[config.mk]
export PLATFORM = sky130hd
export DESIGN_NAME = qos_switch_param_flat
export DESIGN_NICKNAME = d
export VERILOG_FILES = /design/src/rtl/qos_pkg.sv /design/src/rtl/qos_if.sv /design/src/rtl/qos_fifo.sv /design/src/rtl/qos_switch_param.sv /design/src/flat_wrapper.sv
export SDC_FILE = /design/constraint.sdc
export NUM_CORES = 1
export LEC_CHECK = 0
export ABC_AREA = 1
export BUFFER_PORTS_ARGS = -buffer_cell sky130_fd_sc_hd__buf_2
export CAP_MARGIN = 0
export CORE_MARGIN = 2
export CORE_UTILIZATION = 35
export CTS_BUF_LIST = sky130_fd_sc_hd__clkbuf_4 sky130_fd_sc_hd__clkbuf_8
export CTS_CLUSTER_SIZE = 24
export DETAILED_ROUTE_END_ITERATION = 8
export SLEW_MARGIN = 20
export SYNTH_ARGS = -nofsm -noshare
export SYNTH_HDL_FRONTEND = slang
export SYNTH_SLANG_ARGS = --single-unit
export TNS_END_PERCENT = 5
[constraint.sdc]
create_clock -name clk -period 5.2 [get_ports clk]
set_input_delay 0.26 -clock clk [delete_from_list [all_inputs] [get_ports clk]]
set_output_delay 0.26 -clock clk [all_outputs]
set_load 0.005 [all_outputs]
[src/rtl/qos_pkg.sv]
// Shared types and helpers for the QoS switch: FSM state encoding,
// default FIFO thresholds and the class-field extractor.
package qos_pkg;

  typedef enum logic [1:0] {
    ST_RESET  = 2'd0,
    ST_INIT   = 2'd1,
    ST_IDLE   = 2'd2,
    ST_ACTIVE = 2'd3
  } state_e;

  // Almost-empty threshold used until INIT programs a new one.
  localparam int unsigned DEF_UMBRAL_LOW = 1;

  // Almost-full threshold used until INIT programs a new one.
  function automatic int unsigned def_umbral_high(input int unsigned depth);
    return depth - 1;
  endfunction

  // Class field lives in the top cw bits of a w-bit word.
  function automatic int unsigned class_of(input logic [31:0] word,
                                           input int unsigned w,
                                           input int unsigned cw);
    logic [31:0] mask;
    mask = (32'd1 << cw) - 32'd1;
    return (word >> (w - cw)) & mask;
  endfunction

endpackage

[src/rtl/qos_if.sv]
// Ingress (push/full) and egress (valid/ready) bundle of the QoS switch.
// The switch uses the slave modport; the traffic source/sink uses master.
interface qos_if #(
  parameter int W = 12
);
  logic         push;
  logic [W-1:0] data_in;
  logic         full_in;
  logic         out_valid;
  logic         out_ready;
  logic [W-1:0] out_data;

  modport master (
    output push, data_in, out_ready,
    input  full_in, out_valid, out_data
  );

  modport slave (
    input  push, data_in, out_ready,
    output full_in, out_valid, out_data
  );
endinterface

[src/rtl/qos_fifo.sv]
// Synchronous FIFO with occupancy-based almost-full / almost-empty flags.
// A push on a full FIFO is accepted only when a pop happens in the same
// cycle; the head word is presented combinationally so a class can be
// forwarded the cycle after it lands.
module qos_fifo #(
  parameter  int W     = 12,
  parameter  int DEPTH = 8,
  localparam int AW    = $clog2(DEPTH) + 1
) (
  input  logic          clk,
  input  logic          reset,
  input  logic          push_i,
  input  logic [W-1:0]  data_i,
  input  logic          pop_i,
  input  logic [AW-1:0] umbral_high_i,
  input  logic [AW-1:0] umbral_low_i,
  output logic [W-1:0]  data_o,
  output logic          full_o,
  output logic          empty_o,
  output logic          almost_full_o,
  output logic          almost_empty_o
);

  logic [W-1:0]  mem_q [DEPTH];
  logic [AW-1:0] wr_ptr_q;
  logic [AW-1:0] rd_ptr_q;
  logic [AW-1:0] count;
  logic          wr_en;
  logic          rd_en;

  // Pointers carry one extra wrap bit so full and empty are distinct.
  assign count          = wr_ptr_q - rd_ptr_q;
  assign full_o         = (count == AW'(DEPTH));
  assign empty_o        = (count == '0);
  assign rd_en          = pop_i & ~empty_o;
  assign wr_en          = push_i & (~full_o | rd_en);
  assign data_o         = mem_q[rd_ptr_q[AW-2:0]];
  assign almost_full_o  = (count >= umbral_high_i);
  assign almost_empty_o = (count <= umbral_low_i);

  // Storage write; contents need no reset because pointers define validity.
  always_ff @(posedge clk) begin
    if (wr_en) begin
      mem_q[wr_ptr_q[AW-2:0]] <= data_i;
    end
  end

  // Pointer update.
  always_ff @(posedge clk) begin
    if (reset) begin
      wr_ptr_q <= '0;
      rd_ptr_q <= '0;
    end else begin
      if (wr_en) wr_ptr_q <= wr_ptr_q + AW'(1);
      if (rd_en) rd_ptr_q <= rd_ptr_q + AW'(1);
    end
  end

endmodule

[src/rtl/qos_switch_param.sv]
// QoS switch: one ingress FIFO is split by class into NCH class FIFOs,
// which a round-robin arbiter drains into a registered valid/ready egress.
// Optional feature macro: QOS_WRR_EN adds a weight port and lets the
// arbiter grant a class up to weight[c] consecutive times.
module qos_switch_param
  import qos_pkg::*;
#(
  parameter  int W     = 12,
  parameter  int NCH   = 4,
  parameter  int DEPTH = 8,
  parameter  int CNTW  = 5,
  localparam int CW    = $clog2(NCH),
  localparam int AW    = $clog2(DEPTH) + 1
) (
  input  logic            clk,
  input  logic            reset,
  input  logic            init,
  input  logic [AW-1:0]   umbral_high,
  input  logic [AW-1:0]   umbral_low,
`ifdef QOS_WRR_EN
  input  logic [NCH*4-1:0] weight,
`endif
  qos_if.slave            bus,
  input  logic            req,
  input  logic [CW-1:0]   idx,
  output logic            cnt_valid,
  output logic [CNTW-1:0] cnt_data,
  output logic [NCH-1:0]  almost_full,
  output logic [NCH-1:0]  almost_empty,
  output logic            active_out,
  output logic            idle_out,
  output logic            error_out
);

  localparam logic [AW-1:0] DEF_LOW  = AW'(DEF_UMBRAL_LOW);
  localparam logic [AW-1:0] DEF_HIGH = AW'(def_umbral_high(DEPTH));

  state_e          state_q, state_d;
  logic [AW-1:0]   umbral_high_q;
  logic [AW-1:0]   umbral_low_q;

  logic [W-1:0]    ing_data;
  logic            ing_full;
  logic            ing_empty;
  logic            ing_pop;
  logic [CW-1:0]   ing_class;
  logic            ing_af_unused;
  logic            ing_ae_unused;

  logic [NCH-1:0]  cls_push;
  logic [NCH-1:0]  cls_pop;
  logic [NCH-1:0]  cls_full;
  logic [NCH-1:0]  cls_empty;
  logic [W-1:0]    cls_head [NCH];

  logic            out_valid_q;
  logic [W-1:0]    out_data_q;
  logic [CW-1:0]   out_class;
  logic            egress_free;
  logic            egress_fire;

  logic [CW-1:0]   last_q;
  logic            grant_valid;
  logic [CW-1:0]   grant_idx;

  logic [CNTW-1:0] cnt_q [NCH];
  logic            cnt_valid_q;
  logic [CNTW-1:0] cnt_data_q;
  logic            error_q;
  logic            busy;

`ifdef QOS_WRR_EN
  logic [3:0]      weight_q [NCH];
  logic [4:0]      burst_q;
  logic [4:0]      eff_weight;

  // A programmed weight of zero still earns one grant per turn.
  assign eff_weight = (weight_q[last_q] == 4'd0) ? 5'd1 : {1'b0, weight_q[last_q]};
`endif

  // ---------------------------------------------------------------- ingress
  qos_fifo #(.W(W), .DEPTH(DEPTH)) u_ing_fifo (
    .clk            (clk),
    .reset          (reset),
    .push_i         (bus.push),
    .data_i         (bus.data_in),
    .pop_i          (ing_pop),
    .umbral_high_i  (umbral_high_q),
    .umbral_low_i   (umbral_low_q),
    .data_o         (ing_data),
    .full_o         (ing_full),
    .empty_o        (ing_empty),
    .almost_full_o  (ing_af_unused),
    .almost_empty_o (ing_ae_unused)
  );

  assign ing_class   = CW'(class_of(32'(ing_data), W, CW));
  // Head-of-line: the head only moves when its own class has room.
  assign ing_pop     = ~ing_empty & ~cls_full[ing_class];
  assign bus.full_in = ing_full;

  // ----------------------------------------------------------- class FIFOs
  genvar gi;
  generate
    for (gi = 0; gi < NCH; gi++) begin : g_cls
      assign cls_push[gi] = ing_pop & (ing_class == CW'(gi));
      assign cls_pop[gi]  = grant_valid & (grant_idx == CW'(gi));

      qos_fifo #(.W(W), .DEPTH(DEPTH)) u_cls_fifo (
        .clk            (clk),
        .reset          (reset),
        .push_i         (cls_push[gi]),
        .data_i         (ing_data),
        .pop_i          (cls_pop[gi]),
        .umbral_high_i  (umbral_high_q),
        .umbral_low_i   (umbral_low_q),
        .data_o         (cls_head[gi]),
        .full_o         (cls_full[gi]),
        .empty_o        (cls_empty[gi]),
        .almost_full_o  (almost_full[gi]),
        .almost_empty_o (almost_empty[gi])
      );
    end
  endgenerate

  // --------------------------------------------------------------- arbiter
  assign egress_free = ~out_valid_q | bus.out_ready;
  assign egress_fire = out_valid_q & bus.out_ready;

  // Pick the first non-empty class after the last grant; i == NCH wraps
  // back onto the last granted class itself.
  always_comb begin
    grant_valid = 1'b0;
    grant_idx   = last_q;
    if (egress_free) begin
      for (int i = 1; i <= NCH; i++) begin
        if (!grant_valid && !cls_empty[last_q + CW'(i)]) begin
          grant_valid = 1'b1;
          grant_idx   = last_q + CW'(i);
        end
      end
`ifdef QOS_WRR_EN
      if (!cls_empty[last_q] && (burst_q < eff_weight)) begin
        grant_valid = 1'b1;
        grant_idx   = last_q;
      end
`endif
    end
  end

  // Remember the granted class so the next search starts after it.
  always_ff @(posedge clk) begin
    if (reset) begin
      last_q <= CW'(NCH - 1);
    end else if (grant_valid) begin
      last_q <= grant_idx;
    end
  end

`ifdef QOS_WRR_EN
  // Count consecutive grants to the same class; saturates so it never
  // wraps back below a weight.
  always_ff @(posedge clk) begin
    if (reset) begin
      burst_q <= '1;
    end else if (grant_valid) begin
      if (grant_idx != last_q) begin
        burst_q <= 5'd1;
      end else if (burst_q != '1) begin
        burst_q <= burst_q + 5'd1;
      end
    end
  end

  // Weights are programmed alongside the thresholds.
  always_ff @(posedge clk) begin
    if (reset) begin
      for (int c = 0; c < NCH; c++) weight_q[c] <= 4'd0;
    end else if (state_q == ST_INIT && init) begin
      for (int c = 0; c < NCH; c++) weight_q[c] <= weight[c*4 +: 4];
    end
  end
`endif

  // ---------------------------------------------------------------- egress
  // Egress register: load on grant, clear once accepted, hold otherwise.
  always_ff @(posedge clk) begin
    if (reset) begin
      out_valid_q <= 1'b0;
      out_data_q  <= '0;
    end else if (grant_valid) begin
      out_valid_q <= 1'b1;
      out_data_q  <= cls_head[grant_idx];
    end else if (bus.out_ready) begin
      out_valid_q <= 1'b0;
    end
  end

  assign bus.out_valid = out_valid_q;
  assign bus.out_data  = out_data_q;
  assign out_class     = CW'(class_of(32'(out_data_q), W, CW));

  // -------------------------------------------------------------- counters
  // Per-class delivery counters, wrapping naturally at 2^CNTW.
  always_ff @(posedge clk) begin
    if (reset) begin
      for (int c = 0; c < NCH; c++) cnt_q[c] <= '0;
    end else if (egress_fire) begin
      cnt_q[out_class] <= cnt_q[out_class] + CNTW'(1);
    end
  end

  // Counter read port: answered only while the switch is idle.
  always_ff @(posedge clk) begin
    if (reset) begin
      cnt_valid_q <= 1'b0;
      cnt_data_q  <= '0;
    end else begin
      cnt_valid_q <= (state_q == ST_IDLE) & req;
      if ((state_q == ST_IDLE) && req) begin
        cnt_data_q <= cnt_q[idx];
      end
    end
  end

  assign cnt_valid = cnt_valid_q;
  assign cnt_data  = cnt_data_q;

  // ----------------------------------------------------------- error flag
  // Sticky: a push that finds the ingress full without a same-cycle drain.
  always_ff @(posedge clk) begin
    if (reset) begin
      error_q <= 1'b0;
    end else if (bus.push && ing_full && !ing_pop) begin
      error_q <= 1'b1;
    end
  end

  assign error_out = error_q;

  // ------------------------------------------------------------------- FSM
  assign busy = ~ing_empty | (cls_empty != '1) | out_valid_q;

  // State register plus threshold latch while INIT is held.
  always_ff @(posedge clk) begin
    if (reset) begin
      state_q       <= ST_RESET;
      umbral_high_q <= DEF_HIGH;
      umbral_low_q  <= DEF_LOW;
    end else begin
      state_q <= state_d;
      if (state_q == ST_INIT && init) begin
        umbral_high_q <= umbral_high;
        umbral_low_q  <= umbral_low;
      end
    end
  end

  // Next-state logic; INIT can be re-entered at any time without flushing.
  always_comb begin
    state_d = state_q;
    case (state_q)
      ST_RESET:  state_d = ST_INIT;
      ST_INIT:   if (!init) state_d = ST_IDLE;
      ST_IDLE: begin
        if (init)      state_d = ST_INIT;
        else if (busy) state_d = ST_ACTIVE;
      end
      ST_ACTIVE: begin
        if (init)       state_d = ST_INIT;
        else if (!busy) state_d = ST_IDLE;
      end
      default:   state_d = ST_RESET;
    endcase
  end

  assign active_out = (state_q == ST_ACTIVE);
  assign idle_out   = (state_q == ST_IDLE);

endmodule
[src/flat_wrapper.sv]
// flat-port wrapper written by rule: the top's interface ports become plain ports
module qos_switch_param_flat import qos_pkg::*;
#(
  parameter  int W     = 12,
  parameter  int NCH   = 4,
  parameter  int DEPTH = 8,
  parameter  int CNTW  = 5,
  localparam int CW    = $clog2(NCH),
  localparam int AW    = $clog2(DEPTH) + 1
)
  (clk, reset, init, umbral_high, umbral_low, req, idx, cnt_valid, cnt_data, almost_full, almost_empty, active_out, idle_out, error_out, bus_push, bus_data_in, bus_out_ready, bus_full_in, bus_out_valid, bus_out_data);
  qos_if #(.W(W)) bus_i ();
  input  logic clk;
  input  logic reset;
  input  logic init;
  input  logic [AW-1:0] umbral_high;
  input  logic [AW-1:0] umbral_low;
  input  logic req;
  input  logic [CW-1:0] idx;
  output logic cnt_valid;
  output logic [CNTW-1:0] cnt_data;
  output logic [NCH-1:0] almost_full;
  output logic [NCH-1:0] almost_empty;
  output logic active_out;
  output logic idle_out;
  output logic error_out;
  input wire logic [$bits(bus_i.push)-1:0] bus_push;
  input wire logic [$bits(bus_i.data_in)-1:0] bus_data_in;
  input wire logic [$bits(bus_i.out_ready)-1:0] bus_out_ready;
  output wire logic [$bits(bus_i.full_in)-1:0] bus_full_in;
  output wire logic [$bits(bus_i.out_valid)-1:0] bus_out_valid;
  output wire logic [$bits(bus_i.out_data)-1:0] bus_out_data;
  assign bus_i.push = bus_push;
  assign bus_i.data_in = bus_data_in;
  assign bus_i.out_ready = bus_out_ready;
  assign bus_full_in = bus_i.full_in;
  assign bus_out_valid = bus_i.out_valid;
  assign bus_out_data = bus_i.out_data;
  qos_switch_param #(.W(W), .NCH(NCH), .DEPTH(DEPTH), .CNTW(CNTW)) u_core (.clk(clk), .reset(reset), .init(init), .umbral_high(umbral_high), .umbral_low(umbral_low), .bus(bus_i), .req(req), .idx(idx), .cnt_valid(cnt_valid), .cnt_data(cnt_data), .almost_full(almost_full), .almost_empty(almost_empty), .active_out(active_out), .idle_out(idle_out), .error_out(error_out));
endmodule
==> summary.log <==
[detailed_routing] DRC 1
[place] Worst Setup Slack post-DPL 1.21 ns
[global_routing] global-route wire length before repair 99900 um
[sta] Max Transition Viols Final 0
[logic_synthesis] adder-cell area share of the yosys netlist 3.17%
[logic_synthesis] Simple-Gate Fraction of Synth Area 13.6%
[setup_path] cells traversed along the worst timing path buf_4, nor2_1, nor2_1, o21ai_1, o21ai_1, nand2_1, o21ai_2, nor2_2, nand2_1, nand2_1, a21oi_2, nand2_4, inv_6, nand2_4, inv_2, nand2_2, nor2_1
[logic_synthesis] post-synthesis sequential element count 589
[setup_path] family with the most delay on the worst path simple AND/OR/NAND/NOR gates
[status] run status complete, but fails checks
[logic_synthesis] xor/xnor share of the synthesized area 0.620%
[sta] setup repair after global routing missed its margin false
[global_routing] Global Route Usage Sum 17.4%
[clock_tree] clock tree from TritonCTS yes
[logic_synthesis] ys flop type edfxtp_1
[detailed_routing] routed via count 17500
[logic_synthesis] largest family of logic cells by synthesized area simple AND/OR/NAND/NOR gates
[power_and_ir_drop] Max VDD drop 0.000285 V
[cells_and_area] share of layout cells above drive strength 1 13.7%
[flow_run] max capacitance violation total 0
[sta] worst max-slew margin expressed relative to the limit 29.0%
[logic_synthesis] mapped cell area 25400 um2
[logic_synthesis] unique cell type count in the Yosys netlist 47
[logic_synthesis] asr flop ratio synth 0%
[logic_synthesis] Warnings, synthesis 0
[global_routing] largest net degree at the start of global routing 50
[sta] share of the clock period used by the worst path after layout 78.0%
[detailed_routing] DRT Pass-1 Iters 9
[clock_tree] Post-CTS Setup Bufs 0
[cells_and_area] final net count 2412
[global_routing] aggregate global routing overflow 0
[logic_synthesis] synthesized netlist net count 2305
[sta] fin worst setup slack 1.14 ns
[detailed_routing] number of nets with antenna violations after detailed routing 0
[place] final RePlAce weighted congestion 0.902
[cells_and_area] top library cells by usage in the layout, fill and taps aside edfxtp_1, nand2_1, nor2_1
[setup_path] Setup CP Type reg2reg
[clock_tree] count of H-tree levels built during CTS 3
[logic_synthesis] Avg Inst Size Synth 11.5 um2
[detailed_routing] post-detailed-route wirelength per cell 19.7 um
[setup_path] required time reported for the critical path endpoint 5.50 ns
[cells_and_area] layout overhead on the synthesized area 14.6%
[status] violated checks DRC
[clock_tree] CTS clk-pin slew, worst paths 0.06 ns
[die] starting density of the core 35.4%
[logic_synthesis] Post-Synthesis Cells 2215
[clock_tree] Root Buffer Master clkbuf_8
[clock_tree] buffers from clock root to sink, at most 3
[cells_and_area] final cell count without fillers 3356
[setup_path] worst path bufs/invs 3
[sta] pin slew with the least headroom to its limit 1.06 ns
[clock_tree] worst-skew pair later-pin latency 0.71 ns
[setup_path] CP endpoint kind register
[die] Horiz. Die Dim 273 um
[sta] Setup-failing EPs final 0
[detailed_routing] ratio of routed vias to standard cells 5.23
[setup_path] cell with the largest stage delay on the worst path nor2_1
[min_path] class of the tightest hold or removal check in2reg
[cells_and_area] most common cell after layout, fill and taps aside edfxtp_1
[die] site row count 98
[clock_tree] cts bufs inserted 96
[power_and_ir_drop] ratio of total power to cell area 594 nW/um2
[setup_path] startpoint type of the worst setup path register
[die] full die area 74800 um2
[die] CORE AREA 71700 um2
[global_routing] number of global-route vias before repair 17200
[place] Placed Cells incl. Taps 3151
[detailed_routing] count of routing violations after the opening detailed-route iteration 1721
[power_and_ir_drop] standby leakage power 0.0104 uW
[setup_path] CP max FO 39
[logic_synthesis] part of the Yosys area used for sequential elements 66.1%
[die] die outline height 273 um
[sta] shortest period the worst path allows 4.06 ns
[detailed_routing] DRT Wirelength 66000 um
[logic_synthesis] Compound-Gate Fraction of Synth Area 10.4%
[logic_synthesis] number of flops mapped to enable cells by yosys 500
[sta] final-layout setup total negative slack 0 ns
[clock_tree] CTS sink cnt 589
[die] # IOs 59
[logic_synthesis] mux contribution to synthesized area 1.89%
[place] half-perimeter wire length of the detailed placement result 43200 um
[global_routing] antenna violations before repair 2
[sta] Final Hold Vio Count 0
[sta] Max Freq 247 MHz
[setup_path] Worst Path Arrival 4.35 ns
[setup_path] peak per-stage delay on the critical path 0.81 ns
[place] Port-buffer cells 58
[setup_path] R2R setup slack 1.14 ns
[sta] Final Skew 0.0406 ns
## power by group
| part | switching, uW | internal, uW |
|---|---|---|
| Combinational | 4730 | 1670 |
| Sequential | 307 | 6420 |
| Clock | 1880 | 2300 |
## worst register-to-register path, stage by stage (launching register included)
cell and delay, ns:
dfxtp_1 0.53, buf_4 0.40, nor2_1 0.10, nor2_1 0.10
o21ai_1 0.07, o21ai_1 0.08, nand2_1 0.09, o21ai_2 0.35
nor2_2 0.21, nand2_1 0.11, nand2_1 0.06, a21oi_2 0.15
nand2_4 0.13, inv_6 0.16, nand2_4 0.11, inv_2 0.09
nand2_2 0.09, nor2_1 0.81
## through the flow
stage	instance area, um2	power [uW]	util, %	hold WS [ns]
global placement	26900	13000	37.5	0.445
CTS	29100	17400	40.6	0.0152
floorplan	25400	10800	-	0.339
global route	29100	18200	40.6	0.0674
detailed placement	26900	13200	37.5	0.454
finish	29100	17300	40.6	0.0596
## repair_timing
action | in CTS | in global routing
gates resized for setup | 0 | 0
endpoints found under the hold margin | 112 | 0
hold buffers | 23 | 0
## final timing paths
path | from | end | cells past startpoint
max reg2reg | register | u_core.g_cls[0].u_cls_fifo.mem_q[4][7] | 17
min reg2reg | u_core.g_cls[0].u_cls_fifo.wr_ptr_q[3] | u_core.g_cls[0].u_cls_fifo.wr_ptr_q[3] | 1
min | bus_out_ready | u_core.bus.out_valid | 4
max | register | u_core.g_cls[0].u_cls_fifo.mem_q[4][7] | 17
## metal layers
layer  vias to the layer above  share of wire, %  global-route usage (%)  wire length (um)
li1                       8222                 -                       -                 -
met4                         0               2.9                    5.87              1900
met1                      8563                42                    22.4             27900
met2                       614                49                    29.4             32100
met5                         -                 0                       0                 0
met3                       145               6.1                    3.32              4050
## Yosys cell counts, types with 2 or more instances
cell	count	area, um2
nor2_1	279	1050
mux2i_1	48	480
xor2_1	14	123
buf_1	17	63.8
or2_1	3	18.8
nand3_2	6	60.1
nand3_1	138	691
nor3_1	15	75.1
o221ai_1	48	420
nor2_4	4	45.0
a31oi_1	13	81.3
inv_1	130	488
edfxtp_1	500	15000
xnor2_1	4	35.0
o32ai_1	4	35.0
o22ai_1	15	93.8
clkinv_1	7	26.3
nor3_2	4	40.0
nand3_4	2	35.0
o21ai_1	11	55.1
o211ai_1	7	52.6
buf_2	8	40.0
inv_2	8	30.0
o21ai_2	2	17.5
a32oi_1	48	420
o21bai_1	4	30.0
clkbuf_1	75	282
ha_1	58	726
nand4_1	25	156
o21ai_0	178	891
nor2_2	3	18.8
nand2_4	6	67.6
nand2_1	303	1140
fa_1	4	80.1
nand2_2	10	62.6
buf_4	14	105
a21oi_1	102	510
dfxtp_1	89	1780
## state kept, by name (all words and copies together) (netlist names), 2 cells and up, named ones only
signal,count
u_core.last_q,2
u_core.cnt_q,20
u_core.u_ing_fifo.mem_q,96
u_core.umbral_high_q,4
u_core.umbral_low_q,4
u_core.u_ing_fifo.rd_ptr_q,4
u_core.bus.out_data,12
u_core.g_cls.u_cls_fifo.mem_q,384
u_core.state_q,2
u_core.g_cls.u_cls_fifo.wr_ptr_q,16
u_core.u_ing_fifo.wr_ptr_q,4
u_core.g_cls.u_cls_fifo.rd_ptr_q,16
u_core.cnt_data,5
## cell families after synthesis
kind of cell               count (synthesis)
muxes                                     48
and+or+nand+nor                          800
adders and majority gates                 62
buffers and inverters                    261
DFF                                      589
xor gates and xnor gates                  18
AOI/OAI and AO/OA                        437
## final cells by class
cell class | count | area, um2
sequential | 589 | 16800
clock inverter | 43 | 332
tap | 950 | 1190
antenna | 2 | 5.00
clock buffer | 137 | 1680
fill | 6740 | 42600
timing repair buffer | 124 | 843
inverter | 146 | 553
multi-input combinational | 1365 | 7730
Note: power is estimated with default switching activity, not from simulation.
